==> src/rtl/accel_pkg.sv <==
// Shared definitions for the CNN accelerator: layer codes, engine indices,
// DRAM region map and the layer sequencer state encoding.
package accel_pkg;

  typedef enum logic [1:0] {
    LT_CONV = 2'd0,
    LT_POOL = 2'd1,
    LT_END  = 2'd2,
    LT_RSVD = 2'd3
  } layer_type_e;

  localparam int unsigned NUM_ENG  = 2;
  localparam int unsigned ENG_CONV = 0;
  localparam int unsigned ENG_POOL = 1;

  localparam int unsigned PARAM_BASE = 0;
  localparam int unsigned OFMAP_BASE = 65536;
  localparam int unsigned IFMAP_BASE = 131072;

  typedef enum logic [2:0] {
    StIdle,
    StFetch,
    StLaunch,
    StRun,
    StDone
  } sched_state_e;

endpackage

==> src/rtl/dram_port_mux.sv <==
// Combinational owner of the single DRAM port: the scheduler's descriptor
// fetch by default, or the selected engine while it holds the grant.
module dram_port_mux
  import accel_pkg::*;
#(
  parameter int unsigned DATA_WIDTH = 32,
  parameter int unsigned ADDR_WIDTH = 18
) (
  input  logic                          sel,
  input  logic                          grant_valid,
  input  logic                          sched_en_rd,
  input  logic [ADDR_WIDTH-1:0]         sched_addr_rd,
  input  logic [NUM_ENG*ADDR_WIDTH-1:0] eng_addr_in,
  input  logic [NUM_ENG*ADDR_WIDTH-1:0] eng_addr_out,
  input  logic [NUM_ENG*DATA_WIDTH-1:0] eng_data_out,
  input  logic [NUM_ENG-1:0]            eng_en_rd,
  input  logic [NUM_ENG-1:0]            eng_en_wr,
  output logic                          dram_en_rd,
  output logic                          dram_en_wr,
  output logic [ADDR_WIDTH-1:0]         dram_addr_rd,
  output logic [ADDR_WIDTH-1:0]         dram_addr_wr,
  output logic [DATA_WIDTH-1:0]         dram_data_out
);

  always_comb begin
    dram_en_rd    = sched_en_rd;
    dram_addr_rd  = sched_addr_rd;
    dram_en_wr    = 1'b0;
    dram_addr_wr  = '0;
    dram_data_out = '0;
    if (grant_valid) begin
      dram_en_rd    = eng_en_rd[sel];
      dram_en_wr    = eng_en_wr[sel];
      dram_addr_rd  = sel ? eng_addr_in[2*ADDR_WIDTH-1:ADDR_WIDTH] : eng_addr_in[ADDR_WIDTH-1:0];
      dram_addr_wr  = sel ? eng_addr_out[2*ADDR_WIDTH-1:ADDR_WIDTH] :
                            eng_addr_out[ADDR_WIDTH-1:0];
      dram_data_out = sel ? eng_data_out[2*DATA_WIDTH-1:DATA_WIDTH] :
                            eng_data_out[DATA_WIDTH-1:0];
    end
  end

endmodule

==> src/rtl/layer_sched.sv <==
// Layer sequencer: fetches one-word descriptors, launches the matching engine
// and waits for its done before moving on; also arbitrates the DRAM port.
module layer_sched
  import accel_pkg::*;
#(
  parameter int unsigned DATA_WIDTH = 32,
  parameter int unsigned ADDR_WIDTH = 18,
  parameter int unsigned MAX_LAYERS = 16,
  parameter int unsigned PROG_BASE  = 0
) (
  input  logic                          clk,
  input  logic                          srst,
  input  logic                          start,
  output logic                          busy,
  output logic                          done,
  output logic                          err,
  input  logic                          dram_valid,
  input  logic [DATA_WIDTH-1:0]         dram_data_in,
  output logic [ADDR_WIDTH-1:0]         dram_addr_rd,
  output logic [ADDR_WIDTH-1:0]         dram_addr_wr,
  output logic [DATA_WIDTH-1:0]         dram_data_out,
  output logic                          dram_en_rd,
  output logic                          dram_en_wr,
  output logic [NUM_ENG-1:0]            eng_enable,
  input  logic [NUM_ENG-1:0]            eng_done,
  input  logic [NUM_ENG*ADDR_WIDTH-1:0] eng_addr_in,
  input  logic [NUM_ENG*ADDR_WIDTH-1:0] eng_addr_out,
  input  logic [NUM_ENG*DATA_WIDTH-1:0] eng_data_out,
  input  logic [NUM_ENG-1:0]            eng_en_rd,
  input  logic [NUM_ENG-1:0]            eng_en_wr
);

  // One extra bit so reaching MAX_LAYERS is visible instead of wrapping.
  localparam int unsigned IDX_W = $clog2(MAX_LAYERS) + 1;

  sched_state_e             state_q, state_d;
  logic         [IDX_W-1:0] idx_q, idx_d;
  layer_type_e              ltype_q, ltype_d;
  logic                     err_q, err_d;

  logic                     sched_en_rd;
  logic [ADDR_WIDTH-1:0]    sched_addr_rd;

  // Only the type field of a descriptor matters here; engines parse the rest.
  logic unused_bits;
  assign unused_bits = ^{dram_data_in[DATA_WIDTH-1:2], ltype_q[1]};

  always_ff @(posedge clk) begin
    if (srst) begin
      state_q <= StIdle;
      idx_q   <= '0;
      ltype_q <= LT_CONV;
      err_q   <= 1'b0;
    end else begin
      state_q <= state_d;
      idx_q   <= idx_d;
      ltype_q <= ltype_d;
      err_q   <= err_d;
    end
  end

  always_comb begin
    state_d = state_q;
    idx_d   = idx_q;
    ltype_d = ltype_q;
    err_d   = err_q;
    unique case (state_q)
      StIdle: begin
        if (start) begin
          idx_d   = '0;
          err_d   = 1'b0;
          state_d = StFetch;
        end
      end
      StFetch: begin
        if (dram_valid) begin
          ltype_d = layer_type_e'(dram_data_in[1:0]);
          unique case (layer_type_e'(dram_data_in[1:0]))
            LT_CONV, LT_POOL: state_d = StLaunch;
            LT_END:           state_d = StDone;
            default: begin
              err_d   = 1'b1;
              state_d = StDone;
            end
          endcase
        end
      end
      StLaunch: state_d = StRun;
      StRun: begin
        if (eng_done[ltype_q[0]]) begin
          idx_d = idx_q + IDX_W'(1);
          if (idx_d == IDX_W'(MAX_LAYERS)) begin
            err_d   = 1'b1;
            state_d = StDone;
          end else begin
            state_d = StFetch;
          end
        end
      end
      StDone:  state_d = StIdle;
      default: state_d = StIdle;
    endcase
  end

  always_comb begin
    busy          = (state_q != StIdle);
    done          = (state_q == StDone);
    err           = err_q;
    eng_enable    = '0;
    sched_en_rd   = (state_q == StFetch);
    sched_addr_rd = '0;
    if (state_q == StLaunch) begin
      eng_enable[ltype_q[0]] = 1'b1;
    end
    if (state_q == StFetch) begin
      sched_addr_rd = ADDR_WIDTH'(PROG_BASE) + ADDR_WIDTH'(idx_q);
    end
  end

  dram_port_mux #(
    .DATA_WIDTH(DATA_WIDTH),
    .ADDR_WIDTH(ADDR_WIDTH)
  ) u_dram_port_mux (
    .sel           (ltype_q[0]),
    .grant_valid   (state_q == StRun),
    .sched_en_rd   (sched_en_rd),
    .sched_addr_rd (sched_addr_rd),
    .eng_addr_in   (eng_addr_in),
    .eng_addr_out  (eng_addr_out),
    .eng_data_out  (eng_data_out),
    .eng_en_rd     (eng_en_rd),
    .eng_en_wr     (eng_en_wr),
    .dram_en_rd    (dram_en_rd),
    .dram_en_wr    (dram_en_wr),
    .dram_addr_rd  (dram_addr_rd),
    .dram_addr_wr  (dram_addr_wr),
    .dram_data_out (dram_data_out)
  );

endmodule
==> config.mk <==
export PLATFORM = sky130hd
export DESIGN_NAME = layer_sched
export DESIGN_NICKNAME = d
export VERILOG_FILES = /design/src/rtl/accel_pkg.sv /design/src/rtl/dram_port_mux.sv /design/src/rtl/layer_sched.sv
export SDC_FILE = /design/constraint.sdc
export NUM_CORES = 1
export LEC_CHECK = 0
export ABC_AREA = 1
export BUFFER_PORTS_ARGS = -buffer_cell sky130_fd_sc_hd__buf_4
export CELL_PAD_IN_SITES_DETAIL_PLACEMENT = 0
export CELL_PAD_IN_SITES_GLOBAL_PLACEMENT = 2
export CORE_MARGIN = 2
export CORE_UTILIZATION = 11
export DETAILED_ROUTE_END_ITERATION = 7
export PLACE_DENSITY = 0.74
export SLEW_MARGIN = 20
export SYNTH_ARGS = -nofsm -noshare
export SYNTH_HDL_FRONTEND = slang
export SYNTH_HIERARCHICAL = 1
export SYNTH_SLANG_ARGS = --single-unit
==> constraint.sdc <==
create_clock -name clk -period 1.3 [get_ports clk]
set_input_delay 0.26 -clock clk [delete_from_list [all_inputs] [get_ports clk]]
set_output_delay 0.26 -clock clk [all_outputs]
set_load 0.02 [all_outputs]
==> flow_summary.toml, run 1 <==
[layout]
layout_commonest_cell = "buf_4"
layout.nets = 871
layout_common_cells = "buf_4, buf_6, nand2_1"
layout-drive-gt1-share = 0.637
antenna_cells = 0
area_delta_synth_final_pct = 172
final_core_util = 0.305
fill_cells = 1983

[detailed_routing]
drtIter0Drc = 52
routedWlPerCell_um = 12.6
drc = 0
drt-vias-per-instance = 3.78
vias = 3481
dr.pass1.iters = 4
ant_nets = 0
wirelength_um = 11600

[clock_tree]
cts-htree-levels = 1
clk_latency_ns = 0.23
numCtsBuffers = 3
clock_sinks = 10
cts_hold_buf = 0
cts_max_path_buffers = 2
clk_pin_slew_worst_paths_ns = 0.04
root_buffer = "clkbuf_16"
cts_tree = "done"

[floorplan]
die_y_um = 140
start_util = 0.112
ios = 253
die_w_um = 140
rows = 49
die-area_mm2 = 0.0195
coreArea_mm2 = 0.0180

[logic_synthesis]
synth_top_area_cell = "nor2_1"
ys_seq_area_frac = 0.0990
synth_seq_cells = 10
yosysTopAreaCellShare = 0.213
syn_avg_cell_area_um2 = 4.83
synthTopCellsByArea = "nor2_1, nand2_1, o21ai_0"
syn-cell-area_mm2 = 0.00202
synth.distinct_cells = 24
ys_warn_count = 6
netlist_instances = 419

[power]
vdd_drop_max_mv = 1.15
powerDensity_mw_per_mm2 = 1050
p_leak_nw = 2.71
finalPower_w = 0.00578

[timing]
hold_viol = 0
period_share = 1.27
timing.final.crit_period_ns = 1.66
setup_ws_ns = -0.356
finalMaxSlewViolations = 0
fmax_mhz = 604
skew_ns = 0.00389
rsz0062_at_grt = "yes"
setup_violations = 83

[global_route]
antenna_found_initial = 0
grt_max_degree = 22
grt_overflow = 0
grt_pass1_wl_um = 17200
grt_use_total = 0.107
grt_pass1_vias = 3328

[critical_path]
cp-start-kind = "flip-flop"
crit_path_end_kind = "output pin"
timing.rr.start = "state_q[2]$_SDFFE_PP0P_"
r2r_cells = 13
arrival_ns = 1.40
crit_fanout = 6
r2r_slack_ns = -0.16
required_ns = 1.04
crit_type = "flip-flop to output pin"
r2r-end = "err$_SDFFE_PP0P_"

[place]
dpl_worst_slack_ns = -0.163
dp_hpwl_um = 9050
place.gp.congestion = 0.764
portBuffers = 222

[min_path]
holdPathStages = 2
whs_endpoint = "ltype_q[0]$_SDFFE_PP0P_"
min-delay-start = "dram_valid"
hold_path.class = "input pin to flip-flop"

[run_status]
status = "complete, but fails checks"
violations = "setup timing"

[flow_run]
max_cap_viol_count = 0
==> cell usage after synthesis <==
cell	instances
dfxtp_1	10
nand2_1	100
inv_6	1
nand2_2	3
o21ai_1	10
a311oi_1	1
nor3_1	2
inv_2	4
buf_6	9
clkbuf_2	1
o22ai_1	1
inv_1	58
nor2_4	1
nand3_2	3
nor2_1	115
o21ai_0	45
a21oi_1	10
ha_1	1
conb_1	1
buf_4	8
nand4_1	2
buf_2	7
nand3_1	24
nor2_2	2
==> layer usage <==
layer | vias up | GRT usage | wire length (um)
li1 | 1820 | - | -
met2 | 129 | 0.208 | 6020
met5 | - | 0 | 0
met3 | 8 | 0.0169 | 749
met1 | 1524 | 0.126 | 4730
met4 | 0 | 0.0184 | 119
==> metrics by stage <==
stage	TNS [ns]	hold slack, ns	cells	area (um^2)
floorplan	-3.87	0.322	431	2290
global placement	-6.48	0.473	897	4410
detailed placement	-7.00	0.473	897	4410
CTS	-23.63	0.259	908	4900
global route	-29.32	0.268	920	5500
finish	-22.62	0.269	920	5500
==> cell type report <==
| type | count | area (um^2) | area share |
|---|---|---|---|
| Clock buffer | 4 | 88.8 | 0.0162 |
| Sequential cell | 10 | 208 | 0.0378 |
| Timing Repair Buffer | 281 | 2610 | 0.475 |
| Tap cell | 229 | 287 | 0.0521 |
| Multi-Input combinational cell | 333 | 2040 | 0.371 |
| Inverter | 63 | 262 | 0.0475 |
==> report_power, final <==
part / switching (W) / internal [W] / total [W]
clock network: 0.000143 / 0.000463 / 0.000605
logic: 0.00245 / 0.00229 / 0.00474
registers: 0.0000658 / 0.000371 / 0.000437
total: 0.00266 / 0.00313 / 0.00578
==> worst max-delay path by stage <==
stage	startpoint	to	slack (ns)	depth (start not counted)
floorplan	state_q[2]$_SDFFE_PP0P_	dram_addr_wr[0]	-0.07	7
global placement	state_q[2]$_SDFFE_PP0P_	dram_addr_wr[6]	-0.13	8
detailed placement	ltype_q[0]$_SDFFE_PP0P_	dram_addr_rd[16]	-0.16	5
CTS	state_q[2]$_SDFFE_PP0P_	dram_addr_wr[7]	-0.36	8
global route	state_q[2]$_SDFFE_PP0P_	dram_data_out[7]	-0.43	8
finish	state_q[2]$_SDFFE_PP0P_	dram_data_out[7]	-0.36	8
==> what timing repair did <==
action	4_1_cts	5_1_grt
cloned	1	2
resized for setup	92	117
buffers inserted	7	11
pin swaps	20	69
endpoints found under the setup margin	82	84
==> critical path, stage by stage (launching register included) <==
cell       delay (ns)
dfxtp_2          0.31
inv_2            0.07
nand3_4          0.08
clkinv_4         0.08
buf_12           0.15
clkbuf_16        0.16
o21ai_2          0.06
nor2_2           0.12
buf_6            0.12
==> state kept, by name (all words and copies together) (netlist names) <==
name     count
idx_q        5
state_q      3
err          1
ltype_q      1
==> cells by family after synthesis <==
kind of cell	after synthesis	synth area share
compound gates	67	0.168
simple gates	252	0.506
flops	10	0.0990
other cells	1	0.00185
fa+ha+maj	1	0.00619
buf+inv	88	0.219
Power figures use the tool's default switching activity.
==> inputs of run 2 (changes only) <==
--- a/config.mk
+++ b/config.mk
@@ -11,6 +11,7 @@
 export CELL_PAD_IN_SITES_GLOBAL_PLACEMENT = 2
 export CORE_MARGIN = 2
 export CORE_UTILIZATION = 11
+export CTS_BUF_LIST = sky130_fd_sc_hd__clkbuf_8
 export DETAILED_ROUTE_END_ITERATION = 7
 export PLACE_DENSITY = 0.74
 export SLEW_MARGIN = 20
==> run 2 against run 1 <==
Effect of this change:
- global-route usage barely moved
- the run still ends with setup timing left
- routed wire length rose by 1.8%
- worst hold slack worse by 0.013 ns
- utilization rose by 0.35 points
- highest routed layer unchanged
- sequential power rose by 2%
- sequential share of layout area about the same
- die area did not move
- flip-flop and latch count is the same
- final cell count rose by 0.11%
- combinational power up 1%
- largest power group unchanged
==> flow_summary.toml, run 2 (synthesized netlist as in run 1, its figures left out) <==
[timing]
setup_ws_ns = -0.360
finalMaxSlewViolations = 0
skew_ns = 0.00612
rsz0062_at_grt = "yes"
hold_viol = 0
timing.final.crit_period_ns = 1.66
fmax_mhz = 602
period_share = 1.28
setup_violations = 83
whs_ns = 0.256

[place]
dpl_worst_slack_ns = -0.163
dpl.cell_count = 897
dp_hpwl_um = 9050
portBuffers = 222
place.gp.congestion = 0.764

[detailed_routing]
drc = 0
routedWlPerCell_um = 12.8
wirelength_um = 11800
ant_nets = 0
dr.pass1.iters = 4
drtIter0Drc = 50
vias = 3525
drt-vias-per-instance = 3.83

[floorplan]
ios = 253
die_w_um = 140
die_y_um = 140
rows = 49
coreArea_mm2 = 0.0180
die-area_mm2 = 0.0195
start_util = 0.112

[power]
powerDensity_mw_per_mm2 = 1010
p_leak_nw = 2.70
vdd_drop_max_mv = 0.925

[layout]
layout.nets = 872
largest_reg_flops = 5
multiInputGateArea_mm2 = 0.00208
area_delta_synth_final_pct = 175
reg_top3 = "idx_q (5), state_q (3)"
antenna_cells = 0
layout_common_cells = "buf_4, buf_6, nand2_1"
layout-drive-gt1-share = 0.655
top_register = "idx_q"
layout.cells.non_filler = 921
seq_area_um2 = 210
layout_commonest_cell = "buf_4"
fill_cells = 1996

[min_path]
holdPathStages = 2
min-delay-start = "srst"
whs_endpoint = "state_q[0]$_SDFFE_PP0P_"
hold_path.class = "input pin to flip-flop"

[critical_path]
r2r_cells = 11
timing.rr.start = "state_q[0]$_SDFFE_PP0P_"
arrival_ns = 1.40
worstPathCellList = "inv_2 -> nand3_4 -> clkinv_4 -> buf_12 -> buf_8 -> o21ai_1 -> nor2_2 -> buf_6"
critPathBufInv = 5
crit_fanout = 10
crit_path_end_kind = "output pin"
crit_type = "flip-flop to output pin"
required_ns = 1.04
r2r_slack_ns = -0.16
critPathTopFamily = "buffers and inverters"
cp-start-kind = "flip-flop"
r2r-end = "err$_SDFFE_PP0P_"
critical_path.slowest_cell = "dfxtp_2"
max_stage_delay_ns = 0.32

[clock_tree]
cts_max_path_buffers = 2
cts-htree-levels = 1
cts_tree = "done"
numCtsBuffers = 3
root_buffer = "clkbuf_8"
clock_sinks = 10
clk_latency_ns = 0.24
clk_pin_slew_worst_paths_ns = 0.06

[global_route]
grt_max_degree = 22
antenna_found_initial = 0
grt_overflow = 0
grt_use_total = 0.107
grt_pass1_wl_um = 17300
grt_pass1_vias = 3338

[run_status]
violations = "setup timing"
status = "complete, but fails checks"

[flow_run]
max_cap_viol_count = 0
run 2: cell types whose count changed in the layout (fill, tap and decap cells not counted), moves of 2 or more:
cell and delta:
o21ai_1 -18, o21ai_2 +16, buf_4 -7, buf_6 +5, clkbuf_8 +3, nand2_1 +3, o21ai_4 +3, a21oi_1 +2
a21oi_2 -2, buf_8 +2, clkbuf_16 -2, nand2_4 -2, nand3_4 -2
run 2: report_power, final:
group,switching [W],internal (W)
Sequential,0.0000692,0.000375
Clock,0.000130,0.000267
Combinational,0.00247,0.00232
run 2: worst max path at each step:
stage | start | endpoint | slack, ns | cells past startpoint
after floorplan | state_q[2]$_SDFFE_PP0P_ | dram_addr_wr[0] | -0.07 | 7
after detailed placement | ltype_q[0]$_SDFFE_PP0P_ | dram_addr_rd[16] | -0.16 | 5
final | state_q[2]$_SDFFE_PP0P_ | dram_data_out[29] | -0.36 | 8
after global placement | state_q[2]$_SDFFE_PP0P_ | dram_addr_wr[6] | -0.13 | 8
after CTS | state_q[2]$_SDFFE_PP0P_ | dram_addr_wr[7] | -0.37 | 8
after global routing | state_q[2]$_SDFFE_PP0P_ | dram_data_out[28] | -0.43 | 8
run 2: per-layer routing:
| metal | routed length [um] | GRT usage | vias to the layer above |
|---|---|---|---|
| li1 | - | - | 1820 |
| met1 | 4680 | 0.126 | 1566 |
| met2 | 6250 | 0.208 | 131 |
| met3 | 775 | 0.0169 | 8 |
| met4 | 119 | 0.0174 | 0 |
| met5 | 0 | 0 | - |
run 2: area by class of cell:
class / count / share of cell area
timing repair buffer: 282 / 0.480
tap: 229 / 0.0515
multi-input combinational: 333 / 0.374
sequential: 10 / 0.0378
inverter: 63 / 0.0466
clock buffer: 4 / 0.00990
run 2: timing repair:
| item | in CTS | in global routing |
|---|---|---|
| setup buffers | 5 | 13 |
| setup endpoints to repair | 82 | 84 |
| resized for setup | 86 | 143 |
| pin swaps | 21 | 70 |
| cloned | 1 | 3 |
| hold buffers | 0 | 0 |
run 2: per-stage QoR:
stage               power [W]  cell area (um^2)   util  setup TNS, ns
floorplan             0.00237              2290      -          -3.87
global placement      0.00392              4410  0.245          -6.48
detailed placement    0.00390              4410  0.245          -7.00
CTS                   0.00472              4830  0.268         -24.12
global route          0.00603              5560  0.309         -30.03
finish                0.00563              5560  0.309         -23.62
